===== src/rtl/shift_issue_pipe_if.sv =====
// Issue-side and writeback-side handshake bundle for the shift/rotate stage.
// The master drives operations and out_ready; the slave is the execution stage.
interface shift_issue_pipe_if #(
  parameter int OPERAND_WIDTH = 16,
  parameter int SHAMT_WIDTH   = 4,
  parameter int TAG_WIDTH     = 3
);
  logic                     in_valid;
  logic                     in_ready;
  logic [OPERAND_WIDTH-1:0] in_data;
  logic [SHAMT_WIDTH-1:0]   in_shamt;
  logic [1:0]               in_op;
  logic [TAG_WIDTH-1:0]     in_tag;
  logic                     out_valid;
  logic                     out_ready;
  logic [OPERAND_WIDTH-1:0] out_result;
  logic [TAG_WIDTH-1:0]     out_tag;

  modport master (
    output in_valid, in_data, in_shamt, in_op, in_tag, out_ready,
    input  in_ready, out_valid, out_result, out_tag
  );

  modport slave (
    input  in_valid, in_data, in_shamt, in_op, in_tag, out_ready,
    output in_ready, out_valid, out_result, out_tag
  );
endinterface


===== src/rtl/shift_issue_pipe.sv =====
// Shift/rotate execution stage: 2-entry operation FIFO feeding a log-depth
// rotate/shift mux chain, with a registered result held for writeback.
module shift_issue_pipe #(
  parameter int OPERAND_WIDTH = 16,
  parameter int SHAMT_WIDTH   = 4,
  parameter int TAG_WIDTH     = 3
) (
  input  logic              clk,
  input  logic              rst_n,
  input  logic              flush,
  output logic              busy,
  shift_issue_pipe_if.slave bus
);
  localparam int W = OPERAND_WIDTH;

  localparam logic [1:0] OP_ROL = 2'b00;
  localparam logic [1:0] OP_SLL = 2'b01;
  localparam logic [1:0] OP_ROR = 2'b10;

  // Each set bit of the shift amount enables one power-of-two mux stage.
  function automatic logic [W-1:0] shift_eval(
    input logic [W-1:0]           d,
    input logic [SHAMT_WIDTH-1:0] sh,
    input logic [1:0]             op
  );
    logic [W-1:0] v;
    int           amt;
    v = d;
    for (int k = 0; k < SHAMT_WIDTH; k++) begin
      amt = 1 << k;
      if (sh[k]) begin
        case (op)
          OP_ROL:  v = (v << amt) | (v >> (W - amt));
          OP_SLL:  v = v << amt;
          OP_ROR:  v = (v >> amt) | (v << (W - amt));
          default: v = v >> amt;
        endcase
      end
    end
    return v;
  endfunction

  logic [W-1:0]           data_p0  [2];
  logic [SHAMT_WIDTH-1:0] shamt_p0 [2];
  logic [1:0]             op_p0    [2];
  logic [TAG_WIDTH-1:0]   tag_p0   [2];
  logic [1:0]             count;
  logic                   wr_ptr;
  logic                   rd_ptr;

  logic                   vld_p1;
  logic [W-1:0]           res_p1;
  logic [TAG_WIDTH-1:0]   tag_p1;

  logic                   push;
  logic                   load;
  logic [W-1:0]           head_res_p0;

  assign bus.in_ready = (count != 2'd2);
  assign push         = bus.in_valid & bus.in_ready & ~flush;
  assign load         = (count != 2'd0) & (~vld_p1 | bus.out_ready);
  assign head_res_p0  = shift_eval(data_p0[rd_ptr], shamt_p0[rd_ptr], op_p0[rd_ptr]);

  // Stage p0: FIFO storage, no reset needed since entries are dead while count is 0.
  always_ff @(posedge clk) begin
    if (push) begin
      data_p0[wr_ptr]  <= bus.in_data;
      shamt_p0[wr_ptr] <= bus.in_shamt;
      op_p0[wr_ptr]    <= bus.in_op;
      tag_p0[wr_ptr]   <= bus.in_tag;
    end
  end

  // Stage p1: FIFO pointers/occupancy and the writeback output register.
  always_ff @(posedge clk or negedge rst_n) begin
    if (!rst_n) begin
      count  <= 2'd0;
      wr_ptr <= 1'b0;
      rd_ptr <= 1'b0;
      vld_p1 <= 1'b0;
      res_p1 <= '0;
      tag_p1 <= '0;
    end else if (flush) begin
      count  <= 2'd0;
      wr_ptr <= 1'b0;
      rd_ptr <= 1'b0;
      vld_p1 <= 1'b0;
    end else begin
      if (push) wr_ptr <= ~wr_ptr;
      if (load) begin
        res_p1 <= head_res_p0;
        tag_p1 <= tag_p0[rd_ptr];
        vld_p1 <= 1'b1;
        rd_ptr <= ~rd_ptr;
      end else if (vld_p1 & bus.out_ready) begin
        vld_p1 <= 1'b0;
      end
      count <= count + {1'b0, push} - {1'b0, load};
    end
  end

  assign bus.out_valid  = vld_p1;
  assign bus.out_result = res_p1;
  assign bus.out_tag    = tag_p1;
  assign busy           = (count != 2'd0) | vld_p1;
endmodule


===== src/flat_wrapper.sv =====
// flat-port wrapper written by rule: the top's interface ports become plain ports
module shift_issue_pipe_flat 
#(
  parameter int OPERAND_WIDTH = 16,
  parameter int SHAMT_WIDTH   = 4,
  parameter int TAG_WIDTH     = 3
)
  (clk, rst_n, flush, busy, bus_in_valid, bus_in_data, bus_in_shamt, bus_in_op, bus_in_tag, bus_out_ready, bus_in_ready, bus_out_valid, bus_out_result, bus_out_tag);
  shift_issue_pipe_if #(.OPERAND_WIDTH(OPERAND_WIDTH), .SHAMT_WIDTH(SHAMT_WIDTH), .TAG_WIDTH(TAG_WIDTH)) bus_i ();
  input  logic clk;
  input  logic rst_n;
  input  logic flush;
  output logic busy;
  input wire logic [$bits(bus_i.in_valid)-1:0] bus_in_valid;
  input wire logic [$bits(bus_i.in_data)-1:0] bus_in_data;
  input wire logic [$bits(bus_i.in_shamt)-1:0] bus_in_shamt;
  input wire logic [$bits(bus_i.in_op)-1:0] bus_in_op;
  input wire logic [$bits(bus_i.in_tag)-1:0] bus_in_tag;
  input wire logic [$bits(bus_i.out_ready)-1:0] bus_out_ready;
  output wire logic [$bits(bus_i.in_ready)-1:0] bus_in_ready;
  output wire logic [$bits(bus_i.out_valid)-1:0] bus_out_valid;
  output wire logic [$bits(bus_i.out_result)-1:0] bus_out_result;
  output wire logic [$bits(bus_i.out_tag)-1:0] bus_out_tag;
  assign bus_i.in_valid = bus_in_valid;
  assign bus_i.in_data = bus_in_data;
  assign bus_i.in_shamt = bus_in_shamt;
  assign bus_i.in_op = bus_in_op;
  assign bus_i.in_tag = bus_in_tag;
  assign bus_i.out_ready = bus_out_ready;
  assign bus_in_ready = bus_i.in_ready;
  assign bus_out_valid = bus_i.out_valid;
  assign bus_out_result = bus_i.out_result;
  assign bus_out_tag = bus_i.out_tag;
  shift_issue_pipe #(.OPERAND_WIDTH(OPERAND_WIDTH), .SHAMT_WIDTH(SHAMT_WIDTH), .TAG_WIDTH(TAG_WIDTH)) u_core (.clk(clk), .rst_n(rst_n), .flush(flush), .busy(busy), .bus(bus_i));
endmodule

===== config.mk =====
export PLATFORM = sky130hd
export DESIGN_NAME = shift_issue_pipe_flat
export DESIGN_NICKNAME = d
export VERILOG_FILES = /design/src/rtl/shift_issue_pipe_if.sv /design/src/rtl/shift_issue_pipe.sv /design/src/flat_wrapper.sv
export SDC_FILE = /design/constraint.sdc
export NUM_CORES = 1
export LEC_CHECK = 0
export BUFFER_PORTS_ARGS = -buffer_cell sky130_fd_sc_hd__buf_2
export CAP_MARGIN = 20
export CORE_ASPECT_RATIO = 0.9
export CORE_MARGIN = 3
export CORE_UTILIZATION = 40
export DETAILED_ROUTE_END_ITERATION = 8
export PLACE_DENSITY = 0.66
export SYNTH_ARGS = -nofsm -noshare
export SYNTH_HDL_FRONTEND = slang
export SYNTH_SLANG_ARGS = --single-unit

===== constraint.sdc =====
create_clock -name clk -period 3.64 [get_ports clk]
set_input_delay 0.182 -clock clk [delete_from_list [all_inputs] [get_ports clk]]
set_output_delay 0.182 -clock clk [all_outputs]
set_load 0.01 [all_outputs]

Yosys cells after proc, flatten, opt, wreduce, memory -nomap -nowiden

Memory sizes are Yosys's and may differ from the RTL's. A register that Yosys moved wholly into a read port is not among the register bits.
Index checks and enable logic that the tools add are counted.

Register bits: 21
RAM bits: 50
Bits of input ports: 30
Output and inout port bits: 22
Logic and storage cells: 57
Memories: 4

Memory list:

| name            | depth | width | read ports | clocked after memory_dff | write ports | RTL line               | source |
|---|---|---|---|---|---|---|---|
| u_core.data_p0  | 2     | 16    | 1          | 0                        | 1           | shift_issue_pipe.sv:43 | `logic [W-1:0] data_p0 [2];` |
| u_core.shamt_p0 | 2     | 4     | 1          | 0                        | 1           | shift_issue_pipe.sv:44 | `logic [SHAMT_WIDTH-1:0] shamt_p0 [2];` |
| u_core.tag_p0   | 2     | 3     | 1          | 1                        | 1           | shift_issue_pipe.sv:46 | `logic [TAG_WIDTH-1:0] tag_p0 [2];` |
| u_core.op_p0    | 2     | 2     | 1          | 0                        | 1           | shift_issue_pipe.sv:45 | `logic [1:0] op_p0 [2];` |

$add $sub $neg: 2
Equality and inequality tests: 3
Mux-type cells: 18
Bitwise gates (word level): 17
Reduce and logical (&&, ||, !) cells: 8

Operator list:

| kind                                                | number |
|---|---|
| case mux 16 bit (3 select lines)                    | 3 |
| two-way mux 16 bit                                  | 4 |
| case mux 16 bit (2 select lines)                    | 1 |
| OR 12 x 16 -> 16 bit                                | 1 |
| OR 14 x 16 -> 16 bit                                | 1 |
| OR 15 x 16 -> 16 bit                                | 1 |
| OR 16 x 1 -> 16 bit                                 | 1 |
| OR 16 x 2 -> 16 bit                                 | 1 |
| OR 16 x 4 -> 16 bit                                 | 1 |
| OR 16 x 8 -> 16 bit                                 | 1 |
| two-way mux 1 bit                                   | 9 |
| nonzero test 2 bit                                  | 3 |
| AND 1 bit                                           | 4 |
| NOT 1 bit                                           | 4 |
| nonzero test 3 bit                                  | 1 |
| adder 2 x 1 -> 2 bit                                | 1 |
| equality test 2 x 1 -> 1 bit, second input constant | 1 |
| equality test 2 bit, second input constant          | 1 |
| logical NOT 2 bit                                   | 1 |
| two-way mux 2 bit                                   | 1 |
| != test 2 bit, second input constant                | 1 |
| OR 1 bit                                            | 2 |
| AND reduction 2 bit                                 | 1 |
| OR reduction 2 bit                                  | 1 |
| 2 further kinds                                     | 2 |

Logic depth before layout (Yosys ltp)

Gate-level depths: netlist of the first run.
An unclocked memory read counts as a cell.

Depth in word-level cells: 13
Mapped depth: 10
Depth with buffers taken out: 8

Worst setup path before layout of the first run

OpenSTA, ideal clock, no wires.

Kind: reg2reg
From: reg u_core.count[1]
To: mem u_core.data_p0[0][0] (netlist bit), enable pin
Library setup time: 0.438 ns
Arrival: 2.375 ns
Data required time: 3.202 ns
Setup slack: 0.826 ns
Cell stages (with the launch flop): 4
Path buffers: 0
Clock period less this slack: 2.814 ns
Cells stage by stage: dfrtp_1 -> nand2_1 -> nand2_1 -> nor3_1

Word-level cells in the longest chain between the ends: 5

Ends and longest elaborated chain:

| element                                 | RTL line               | source |
|---|---|---|
| from (decl)                             | shift_issue_pipe.sv:47 | `logic [1:0] count;` |
| from (signal assigned)                  | shift_issue_pipe.sv:98 | `count <= count + {1'b0, push} - {1'b0, load};` |
| != test 2 bit                           | shift_issue_pipe.sv:59 | `assign bus.in_ready = (count != 2'd2);` |
| named net bus_in_ready                  | flat_wrapper.sv:20     | `output wire logic [$bits(bus_i.in_ready)-1:0] bus_in_ready;` |
| AND 1 bit (2 in a row)                  | shift_issue_pipe.sv:60 | `assign push = bus.in_valid & bus.in_ready & ~flush;` |
| two-way mux 1 bit                       | shift_issue_pipe.sv:66 | `if (push) begin` |
| two-way mux 1 bit (not written as such) | shift_issue_pipe.sv:67 | `data_p0[wr_ptr] <= bus.in_data;` |
| to (decl)                               | shift_issue_pipe.sv:43 |  |

The timed path passes the listed nets, and every way through them passes these cells.

Worst setup path in the final report of the first run

From: reg u_core.rd_ptr
To: reg u_core.res_p1[15] (netlist: u_core.bus.out_result[15])

Word-level cells in the longest chain between the ends: 13
Elaborated cells between the ends (all ways): 22
Those cells by class: eq/ne (2); mux (8); bitwise (7); reduce/logical (2); memory (3)

Ends and longest elaborated chain:

| element                                                     | RTL line                                       | source |
|---|---|---|
| from (decl)                                                 | shift_issue_pipe.sv:49                         | `logic rd_ptr;` |
| from (signal assigned)                                      | shift_issue_pipe.sv:94                         | `rd_ptr <= ~rd_ptr;` |
| memory (2 x 2 bit) or memory (2 x 16 bit) (tied branches)   | -                                              |  |
| equality test 2 bit (tied with other cells)                 | shift_issue_pipe.sv:32                         | `case (op)` |
| case mux 16 bit (3 select lines)                            | shift_issue_pipe.sv:32                         |  |
| two-way mux 16 bit                                          | shift_issue_pipe.sv:31                         | `if (sh[k]) begin` |
| OR 14 x 16 -> 16 bit or OR 16 x 2 -> 16 bit (tied branches) | shift_issue_pipe.sv:35, shift_issue_pipe.sv:33 |  |
| case mux 16 bit (3 select lines)                            | shift_issue_pipe.sv:32                         |  |
| two-way mux 16 bit                                          | shift_issue_pipe.sv:31                         |  |
| OR 12 x 16 -> 16 bit or OR 16 x 4 -> 16 bit (tied branches) | shift_issue_pipe.sv:35, shift_issue_pipe.sv:33 |  |
| case mux 16 bit (3 select lines)                            | shift_issue_pipe.sv:32                         |  |
| two-way mux 16 bit                                          | shift_issue_pipe.sv:31                         |  |
| OR 16 x 8 -> 16 bit                                         | shift_issue_pipe.sv:33, shift_issue_pipe.sv:35 |  |
| case mux 16 bit (2 select lines)                            | shift_issue_pipe.sv:32                         |  |
| two-way mux 16 bit (*)                                      | shift_issue_pipe.sv:31                         |  |
| to (signal assigned)                                        | shift_issue_pipe.sv:91                         | `res_p1 <= head_res_p0;` |
| to (decl)                                                   | shift_issue_pipe.sv:52                         | `logic [W-1:0] res_p1;` |

Every way passes the cells marked *; elsewhere a longest branch is shown, timed or not.
A chain may end at the register's enable or synchronous reset.

==> flow_summary.yaml, run 1 <==
synth:
  netlist_top_cells_area: "edfxtp_1 (33%), dfrtp_1 (13%), mux2i_1 (8.1%)"
  yosys-top-cells-count: "edfxtp_1 (50), mux2i_1 (37), nor2_1 (36), nand2_1 (35), o21ai_0 (31)"
  synth_cells: 434
  dominantRegCellSynth: "edfxtp_1"
  synthSimpleGateAreaFrac_pct: 10.69
  netlist.top_cell.by_area: "edfxtp_1"
  synthesis.nets: 466
  synth_most_common_cell: "edfxtp_1"
  synth-async-reset-ratio_pct: 32.43
  synth_top_area_share_pct: 32.64
  synth_xor_area_share_pct: 0.7615
  synth_area_mm2: 0.004601
  syn_avg_cell_area_um2: 10.60
  yosys_warnings: 0
  post_synth_mux_area_share_pct: 15.04
  synth-edff-count: 50
  synthAdderAreaFrac_pct: 0.5439
  synth_top_family_by_area: "compound AO/OA/AOI/OAI gates"
  synth.yosys.seq_area_share_pct: 45.69
  ys_seq_elements: 74
  synth_cell_type_count: 63
  share_of_the_synthesized_area_in_compound_gates_ao_oa_aoi_oai_pct: 21.87
timing:
  achievable-frequency_mhz: 342.9
  timing_worst_slew_pin_value_ns: 0.9911
  grt_setup_unrepaired: "no"
  final-max-slew-violation-count: 0
  timing.setup.tns_ns: 0
  timing.final.hold_violations: 0
  slew_headroom_pct: 32.22
  tmin_final_ns: 2.916
  post-route-period-util_pct: 80.11
  report.final.setup_viol: 0
  clock-skew-final_ns: 0.005984
  setup_ws_ns: 0.7240
worst_setup_path:
  critPathTopFamily: "compound AO/OA/AOI/OAI gates"
  worst_r2r_path_depth: 7
  slowest_stage_cell_crit_path: "a2111oi_0"
  r2r_start: "u_core.rd_ptr$_DFFE_PN0P_"
  worst-endpoint-arrival_ns: 3.19
  worst-path-buf-inv: 1
  timing.critical_path.cells: "buf_4 -> mux2_4 -> nor2_1 -> a2111oi_0 -> o21ai_0 -> a211oi_1 -> a221o_1"
  reg2reg_slack_ns: 0.72
  regToRegEndpoint: "u_core.bus.out_result[15]$_DFFE_PN0P_"
  cp_data_required_time_ns: 3.91
  critPathMaxFanout: 26
  critPathCaptureType: "register"
  timing_worst_setup_path_type: "reg -> reg"
  cp_slowest_stage_delay_ns: 0.87
  startpoint_types: "register"
global_route:
  wire_length_of_the_first_global_routing_pass_um: 20150
  grt_usage_pct: 20.22
  global_route.overflow_total: 0
  grt_start_max_net_pins: 39
  antenna_found_initial: 0
  grt_pass1_vias: 3609
clock_network:
  cts-htree-levels: 3
  tritoncts_num_sinks: 74
  cts.path.max_buffers: 2
  tritoncts: "done"
  clk_slew_on_worst_s_h_paths_ns: 0.06
  cts_setup_buffers: 0
  cts_root_buffer: "clkbuf_16"
  worstSkewPairLatency_ns: 0.34
  numCtsBuffers: 9
detailed_routing:
  detail_route.wl_per_cell_um: 20.47
  drc: 0
  routed_wl_um: 12940
  routed-via-count: 3830
  final_antenna_net_count: 0
  post_drt_via_cell_ratio: 6.060
  detailedRoute.firstIterationViolations: 339
  drt-pass1-iter-count: 5
floorplan:
  number_of_placed_i_o_pins: 52
  fp.dieH_um: 107.7
  initial_core_util_pct: 41.69
  coreArea_mm2: 0.01104
  die_w_um: 119.0
  area_enclosed_by_the_die_boundary_mm2: 0.01283
  rows: 36
layout:
  layout_overhead_on_the_synthesized_area_pct: 14.22
  final.fill_count: 1029
  final_net_count: 507
  antenna-diode-count: 0
  post_route_cells_drive_above_1_share_pct: 24.17
  final_core_utilization_pct: 47.62
  post-route-cell-area_mm2: 0.005255
placed_design:
  dp_hpwl_um: 9271
  gpl.final_weighted_congestion: 0.9507
  postPlaceCellArea_mm2: 0.004925
  io_buffers: 51
  placement.setup.worst_slack_ns: 0.7423
power_and_ir_drop:
  vdd.ir_drop.worst_mv: 0.4237
  leakagePower_uw: 0.001962
  finalPower_uw: 3862
  pwr_density_cell_mw_per_mm2: 734.9
flow_run:
  drv_cap: 0
run_status:
  status: "complete, no violations"
hold_path:
  hp-start: "bus_in_data[11]"
  min_delay_path_depth: 1
  worst_hold_path_type: "in -> reg"
  min_delay_worst_endpoint: "u_core.data_p0[1][11]$_DFFE_PP_"
cell families after synthesis:
logic type               count (synthesis)
AO/OA/AOI/OAI                          143
XOR/XNOR                                 4
adder cells (fa/ha/maj)                  2
buffers and inverters                   38
flip-flops                              74
multiplexers                            63
AND/OR/NAND/NOR                        110
what timing repair did:
item                      CTS  global route
hold buffers                1             0
resized for setup           0             0
hold endpoints to repair   24             0
area by class of cell:
| class | instances | area, um^2 | share of cell area, % |
|---|---|---|---|
| clock buffer | 10 | 229.0 | 4.357 |
| clock inverter | 6 | 91.34 | 1.738 |
| inverter | 4 | 15.01 | 0.2857 |
| multi-input combinational | 322 | 2271 | 43.21 |
| sequential | 74 | 2103 | 40.02 |
| tap | 152 | 190.2 | 3.619 |
| timing repair buffer | 64 | 355.3 | 6.762 |
cells in the final DEF (no fill, tap or decap), drive strengths merged, types with 3 or more instances in the layout:
| master | synthesis | final |
|---|---|---|
| o211ai | 13 | 13 |
| o311ai | 5 | 5 |
| a31oi | 11 | 11 |
| or2 | 3 | 3 |
| xor2 | 3 | 3 |
| o21ai | 35 | 35 |
| dfrtp | 24 | 24 |
| edfxtp | 50 | 50 |
| a21oi | 19 | 19 |
| o31ai | 3 | 3 |
| a221o | 6 | 6 |
| nor3 | 10 | 10 |
| o31a | 6 | 6 |
| clkbuf | 9 | 10 |
| o32ai | 3 | 3 |
| buf | 25 | 63 |
| a211oi | 9 | 9 |
| inv | 4 | 5 |
| mux2i | 39 | 39 |
| nor2 | 36 | 36 |
| clkinvlp | 0 | 3 |
| nand2b | 3 | 3 |
| nand3 | 12 | 12 |
| o22ai | 6 | 6 |
| o221ai | 11 | 11 |
| mux2 | 24 | 24 |
| nand2 | 35 | 35 |
how the worst max path moves through the flow:
stage | from | to | slack, ns | depth (start not counted)
after floorplan | u_core.count[1]$_DFF_PN0_ | u_core.data_p0[0][0]$_DFFE_PP_ | 0.83 | 3
after global placement | u_core.rd_ptr$_DFFE_PN0P_ | u_core.bus.out_result[7]$_DFFE_PN0P_ | 0.69 | 7
after detailed placement | u_core.rd_ptr$_DFFE_PN0P_ | u_core.bus.out_result[15]$_DFFE_PN0P_ | 0.74 | 7
after CTS | u_core.rd_ptr$_DFFE_PN0P_ | u_core.bus.out_result[15]$_DFFE_PN0P_ | 0.72 | 7
after global routing | u_core.rd_ptr$_DFFE_PN0P_ | u_core.bus.out_result[15]$_DFFE_PN0P_ | 0.51 | 7
final | u_core.rd_ptr$_DFFE_PN0P_ | u_core.bus.out_result[15]$_DFFE_PN0P_ | 0.72 | 7
state kept, by name, summed over array words and instances, names as in the netlist:
register               flops
u_core.bus.out_tag         3
u_core.shamt_p0            8
u_core.count               2
u_core.data_p0            32
u_core.wr_ptr              1
u_core.op_p0               4
u_core.bus.out_valid       1
u_core.rd_ptr              1
u_core.bus.out_result     16
u_core.tag_p0              6
metal layers:
| metal | track usage (%) | vias up | wire length, um |
|---|---|---|---|
| met2 | 30.33 | 182 | 5834 |
| met3 | 4.256 | 21 | 1003 |
| met5 | 0 | - | 0 |
| met4 | 6.700 | 0 | 244 |
| li1 | - | 1775 | - |
| met1 | 29.04 | 1852 | 5853 |
metrics by stage:
stage	instances	hold WS, ns
5_1_grt	632	0.02036
2_1_floorplan	434	-0.1136
6_report	632	0.02888
3_5_place_dp	615	0.2163
3_3_place_gp	615	0.2055
4_1_cts	632	0.02190
where the power goes:
group          internal (uW)  switching [uW]  leakage, uW  total [uW]
logic                    669            1080      0.00106        1750
clock network            602             346     0.000145         948
registers               1070            92.9     0.000761        1160
total                   2340            1520      0.00196        3860
No activity file was read; power rests on OpenSTA's default activity.
==> inputs of run 2 (changes only) <==
--- a/config.mk
+++ b/config.mk
@@ -11,7 +11,7 @@
 export CORE_MARGIN = 3
 export CORE_UTILIZATION = 40
 export DETAILED_ROUTE_END_ITERATION = 8
-export PLACE_DENSITY = 0.66
+export PLACE_DENSITY = 0.68
 export SYNTH_ARGS = -nofsm -noshare
 export SYNTH_HDL_FRONTEND = slang
 export SYNTH_SLANG_ARGS = --single-unit
==> constraint.sdc (replaced) <==
create_clock -name clk -period 2.5 [get_ports clk]
set_input_delay 0.125 -clock clk [delete_from_list [all_inputs] [get_ports clk]]
set_output_delay 0.125 -clock clk [all_outputs]
set_load 0.01 [all_outputs]
==> run 2 against run 1 <==
Net effect:
- clock-buffer cell count down 1
- non-clock buffer count up 61
- final area up 12%
- worst hold slack better by 0.045 ns
- register-to-register slack worse by 0.61 ns
- die area unchanged
==> flow_summary.yaml, run 2 (same netlist as run 1, synthesis figures left out) <==
detailed_routing:
  final_antenna_net_count: 0
  drt-pass1-iter-count: 5
  routed-via-count: 4018
  drc: 0
  post_drt_via_cell_ratio: 5.798
  detailedRoute.firstIterationViolations: 347
  detail_route.wl_per_cell_um: 20.04
  routed_wl_um: 13890
layout:
  layout.cells.most_common_list: "buf_2 (51), edfxtp_1 (50), buf_4 (43)"
  antenna-diode-count: 0
  largest_register_ff_count: 32
  layout_overhead_on_the_synthesized_area_pct: 28.12
  post_route_cells_drive_above_1_share_pct: 29.94
  finalNonFillerCells: 693
  regMostFlops: "u_core.data_p0"
  final_net_count: 568
  layout.cells.most_common: "buf_2"
worst_setup_path:
  startpoint_types: "register"
  critPathCaptureType: "register"
  timing.critical_path.cells: "buf_4 -> buf_12 -> mux2_2 -> nor2_1 -> a2111oi_0 -> buf_4 -> or4_1 -> nand3_1 -> o221ai_1"
  critPathMaxFanout: 20
  worst-endpoint-arrival_ns: 2.58
  slowest_stage_cell_crit_path: "or4_1"
  cp_data_required_time_ns: 2.69
  timing_worst_setup_path_type: "reg -> reg"
  reg2reg_slack_ns: 0.11
  critPathMostFrequentCell: "buf_4"
  worst_r2r_path_depth: 9
  critPathTopFamily: "simple AND/OR/NAND/NOR gates"
  worst-path-buf-inv: 3
  regToRegEndpoint: "u_core.bus.out_result[11]$_DFFE_PN0P_"
  cp_slowest_stage_delay_ns: 0.49
  r2r_start: "u_core.rd_ptr$_DFFE_PN0P_"
placed_design:
  io_buffers: 51
  dp_hpwl_um: 10310
  gpl.final_weighted_congestion: 1.026
  placement.setup.worst_slack_ns: -0.03207
  dpl.cell_count: 646
power_and_ir_drop:
  leakagePower_uw: 0.002287
  pwr_density_cell_mw_per_mm2: 1014
  p_switching_uw: 2363
  vdd.ir_drop.worst_mv: 0.6107
  p_comb_share_pct: 49.7
  power.share.sequential_pct: 28.2
  cell_internal_power_uw: 3611
  clock_power_share_pct: 22.1
  swShare_pct: 39.55
floorplan:
  rows: 36
  coreArea_mm2: 0.01104
  initial_core_util_pct: 41.69
  number_of_placed_i_o_pins: 52
  fp.dieH_um: 107.7
  die_w_um: 119.0
  area_enclosed_by_the_die_boundary_mm2: 0.01283
clock_network:
  clk_slew_on_worst_s_h_paths_ns: 0.06
  tritoncts_num_sinks: 74
  numCtsBuffers: 9
  worstSkewPairLatency_ns: 0.35
  cts.path.max_buffers: 2
  tritoncts: "done"
  cts_root_buffer: "clkbuf_16"
  cts-htree-levels: 3
timing:
  clock-skew-final_ns: 0.006091
  timing_worst_slew_pin_value_ns: 0.5717
  post-route-period-util_pct: 95.59
  timing.final.hold_violations: 0
  report.final.setup_viol: 0
  setup_ws_ns: 0.1102
  timing.setup.tns_ns: 0
  tmin_final_ns: 2.390
  final-max-slew-violation-count: 0
  achievable-frequency_mhz: 418.5
  slew_headroom_pct: 61.72
hold_path:
  min_delay_path_depth: 3
  min_delay_worst_endpoint: "u_core.bus.out_valid$_DFFE_PN0P_"
  worst_hold_path_type: "in -> reg"
  hp-start: "bus_out_ready"
run_status:
  status: "complete, no violations"
global_route:
  antenna_found_initial: 0
  global_route.overflow_total: 0
  grt_pass1_vias: 3859
  grt_usage_pct: 22.11
  grt_start_max_net_pins: 28
  wire_length_of_the_first_global_routing_pass_um: 21580
flow_run:
  drv_cap: 0
==> run 2: cell count changes in the layout (fill, tap and decap cells not counted), sizes merged <==
| cell | before | now |
|---|---|---|
| inv | 5 | 7 |
| buf | 63 | 99 |
| dlygate4sd3 | 1 | 26 |
| clkbuf | 10 | 9 |
| clkinv | 0 | 3 |
| bufinv | 2 | 1 |
| clkinvlp | 3 | 0 |
==> run 2: area by class of cell <==
cell class              instances  area [um^2]
multi-input cells             322         2337
inverters                       4        15.01
repair buffers                125        938.4
well taps                     152        190.2
clock inverters                 7        85.08
flip-flops and latches         74         2103
fillers                       989         5141
clock buffers                   9        225.2
==> run 2: stage by stage <==
step	util [%]	hold WS, ns	cell area, um^2	power [uW]
detailed placement	47.36	0.1528	5226	4517
floorplan	-	-0.1706	4606	3572
finish	53.41	0.07374	5894	5974
global route	53.41	0.08010	5894	6333
global placement	47.36	0.1378	5226	4510
CTS	52.60	0.05085	5804	5901
==> run 2: timing repair <==
action,in CTS,in global routing
hold buffers,26,0
endpoints found under the hold margin,74,0
endpoints found under the setup margin,2,13
gates resized for setup,1,12
setup buffers,0,5
pin swaps,0,1
==> run 2: worst max path at each step <==
| stage | cells past startpoint | startpoint | to | slack (ns) |
|---|---|---|---|---|
| floorplan | 10 | u_core.rd_ptr$_DFFE_PN0P_ | u_core.bus.out_result[9]$_DFFE_PN0P_ | 0.36 |
| global placement | 7 | u_core.rd_ptr$_DFFE_PN0P_ | u_core.bus.out_result[15]$_DFFE_PN0P_ | -0.03 |
| detailed placement | 7 | u_core.rd_ptr$_DFFE_PN0P_ | u_core.bus.out_result[15]$_DFFE_PN0P_ | -0.03 |
| CTS | 7 | u_core.rd_ptr$_DFFE_PN0P_ | u_core.bus.out_result[6]$_DFFE_PN0P_ | 0.04 |
| global route | 10 | u_core.rd_ptr$_DFFE_PN0P_ | u_core.bus.out_result[14]$_DFFE_PN0P_ | -0.002 |
| finish | 9 | u_core.rd_ptr$_DFFE_PN0P_ | u_core.bus.out_result[11]$_DFFE_PN0P_ | 0.11 |
==> run 2: metal layers <==
layer / vias to the layer above / global-route usage, % / routed length, um
met3: 21 / 4.782 / 923
li1: 1900 / - / -
met5: - / 0 / 0
met1: 1944 / 30.77 / 6399
met2: 153 / 33.04 / 6189
met4: 0 / 9.926 / 373
==> run 2: power groups by stage <==
stage	registers, uW	clock network, uW	logic (uW)
2_1_floorplan	1750	0	1820
3_3_place_gp	1710	0	2800
3_5_place_dp	1720	0	2800
4_1_cts	1700	1360	2840
5_1_grt	1710	1420	3200
6_report	1690	1320	2970
==> run 2: tightest hold or removal path: cells and delay by family <==
family | cells | cell delay [ns]
AOI/OAI and AO/OA | 1 | 0.07
buffers and inverters | 1 | 0.07
and+or+nand+nor | 1 | 0.11
==> inputs of run 3 (changes only) <==
--- a/config.mk
+++ b/config.mk
@@ -10,6 +10,7 @@
 export CORE_ASPECT_RATIO = 0.9
 export CORE_MARGIN = 3
 export CORE_UTILIZATION = 40
+export CTS_BUF_LIST = sky130_fd_sc_hd__clkbuf_8
 export DETAILED_ROUTE_END_ITERATION = 8
 export PLACE_DENSITY = 0.68
 export SYNTH_ARGS = -nofsm -noshare
==> run 3 against run 2 <==
Net effect:
- core utilization shrank 0.85 points
- fmax is essentially flat
- sequential power is essentially flat
- first-iteration DRC count grew 13%
- non-clock buffer count grew 1
- register-to-register slack is essentially flat
- setup slack lost 0.0018 ns
- sequential share of layout area grew 0.58 points
- combinational power is essentially flat
- largest power group unchanged
- critical path type unchanged
- clock-buffer cell count is the same
- sequential cell count is the same
==> flow_summary.yaml, run 3 (same netlist as run 1, synthesis figures left out) <==
timing:
  post-route-period-util_pct: 95.66
  achievable-frequency_mhz: 418.1
  timing.final.hold_violations: 0
  report.final.setup_viol: 0
  final-max-slew-violation-count: 0
  timing.setup.tns_ns: 0
  clock-skew-final_ns: 0.008551
  timing_worst_slew_pin_value_ns: 0.5695
  tmin_final_ns: 2.392
  slew_headroom_pct: 61.86
worst_setup_path:
  startpoint_types: "register"
  critPathTopFamily: "buffers and inverters"
  timing.critical_path.cells: "buf_4 -> buf_12 -> mux2i_2 -> buf_12 -> a2111oi_0 -> buf_4 -> or4_1 -> nand3_1 -> o221ai_1"
  worst-path-buf-inv: 4
  worst-endpoint-arrival_ns: 2.62
  critPathMaxFanout: 21
  critPathCaptureType: "register"
  cp_slowest_stage_delay_ns: 0.49
  cp_data_required_time_ns: 2.73
  slowest_stage_cell_crit_path: "or4_1"
  timing_worst_setup_path_type: "reg -> reg"
detailed_routing:
  post_drt_via_cell_ratio: 5.821
  drt-pass1-iter-count: 4
  detailedRoute.firstIterationViolations: 392
  drc: 0
  routed-via-count: 4040
  detail_route.wl_per_cell_um: 19.95
  routed_wl_um: 13850
  final_antenna_net_count: 0
clock_network:
  cts_root_buffer: "clkbuf_8"
  worstSkewPairLatency_ns: 0.38
  cts-htree-levels: 3
  numCtsBuffers: 9
  cts.path.max_buffers: 2
  tritoncts_num_sinks: 74
  clk_slew_on_worst_s_h_paths_ns: 0.08
  tritoncts: "done"
floorplan:
  die_w_um: 119.0
  fp.dieH_um: 107.7
  area_enclosed_by_the_die_boundary_mm2: 0.01283
  coreArea_mm2: 0.01104
  number_of_placed_i_o_pins: 52
  initial_core_util_pct: 41.69
  rows: 36
placed_design:
  dpl.cell_count: 646
  io_buffers: 51
  postPlaceCellArea_mm2: 0.005226
  gpl.final_weighted_congestion: 1.026
  dp_hpwl_um: 10310
layout:
  post-route-cell-area_mm2: 0.005801
  final.fill_count: 999
  antenna-diode-count: 0
  final_net_count: 569
  largest_register_ff_count: 32
  layout_overhead_on_the_synthesized_area_pct: 26.08
  post_route_cells_drive_above_1_share_pct: 30.07
  finalNonFillerCells: 694
  layout.cells.most_common: "buf_2"
  regMostFlops: "u_core.data_p0"
  layout.cells.most_common_list: "buf_2 (51), edfxtp_1 (50), buf_4 (44)"
  final_core_utilization_pct: 52.56
global_route:
  gr-max-usage-layer: "met2"
  antenna_found_initial: 0
  gr-usage-met1_pct: 30.74
  grt_usage_pct: 22.09
  use_met2_pct: 33.68
  grt_start_max_net_pins: 28
  grt_use_met3_pct: 4.572
  grt_pass1_vias: 3874
  global_route.overflow_total: 0
  wire_length_of_the_first_global_routing_pass_um: 21590
power_and_ir_drop:
  leakagePower_uw: 0.002246
  vdd.ir_drop.worst_mv: 0.5121
  pwr_density_cell_mw_per_mm2: 969.2
  finalPower_uw: 5622
run_status:
  status: "complete, no violations"
hold_path:
  worst_hold_path_type: "in -> reg"
flow_run:
  drv_cap: 0
run 3: worst paths after layout:
path / start / endpoint / slack, ns / cells past startpoint
max in group asynchronous: rst_n / u_core.rd_ptr$_DFFE_PN0P_ / 1.81 / 2
setup reg to reg: u_core.rd_ptr$_DFFE_PN0P_ / u_core.bus.out_result[11]$_DFFE_PN0P_ / 0.11 / 9
hold reg to reg: u_core.bus.out_tag[0]$_DFFE_PN0P_ / u_core.bus.out_tag[0]$_DFFE_PN0P_ / 0.49 / 2
hold / removal: bus_out_ready / u_core.bus.out_valid$_DFFE_PN0P_ / 0.04 / 3
setup / recovery: u_core.rd_ptr$_DFFE_PN0P_ / u_core.bus.out_result[11]$_DFFE_PN0P_ / 0.11 / 9
min in group asynchronous: rst_n / u_core.count[0]$_DFF_PN0_ / 0.27 / 2
run 3: routing by layer:
| metal | wire (um) | share of wire [%] |
|---|---|---|
| met1 | 6403 | 46 |
| met2 | 6203 | 45 |
| met3 | 907 | 6.6 |
| met4 | 331 | 2.4 |
| met5 | 0 | 0 |
run 3: power by group:
| part | internal, uW | switching, uW |
|---|---|---|
| Sequential | 1550 | 131 |
| Combinational | 1270 | 1700 |
| Clock | 479 | 487 |
| Total | 3300 | 2320 |
run 3: area by class of cell:
class	count	area (um^2)	area share (%)
multi-input combinational	322	2337	40.29
sequential	74	2103	36.26
timing repair buffer	126	945.9	16.31
tap	152	190.2	3.279
clock buffer	9	123.9	2.135
clock inverter	7	85.08	1.467
inverter	4	15.01	0.2588
run 3: what timing repair did:
action                                  in CTS  in global routing
pin swaps                                    0                  1
endpoints found under the setup margin       2                 13
resized for setup                            1                 12
cloned                                       0                  0
hold buffers                                26                  0
endpoints found under the hold margin       74                  0
buffers inserted                             0                  6
run 3: through the flow:
step           setup WS [ns]  hold slack, ns
4_1_cts              0.04236         0.01149
3_3_place_gp        -0.03382          0.1378
3_5_place_dp        -0.03207          0.1528
6_report              0.1085         0.03616
2_1_floorplan         0.3618         -0.1706
5_1_grt            -0.004401         0.03451
run 3: tightest hold or removal path, stage by stage:
cell and delay, ns:
buf_2 0.07, nand2b_1 0.11, a21oi_1 0.07
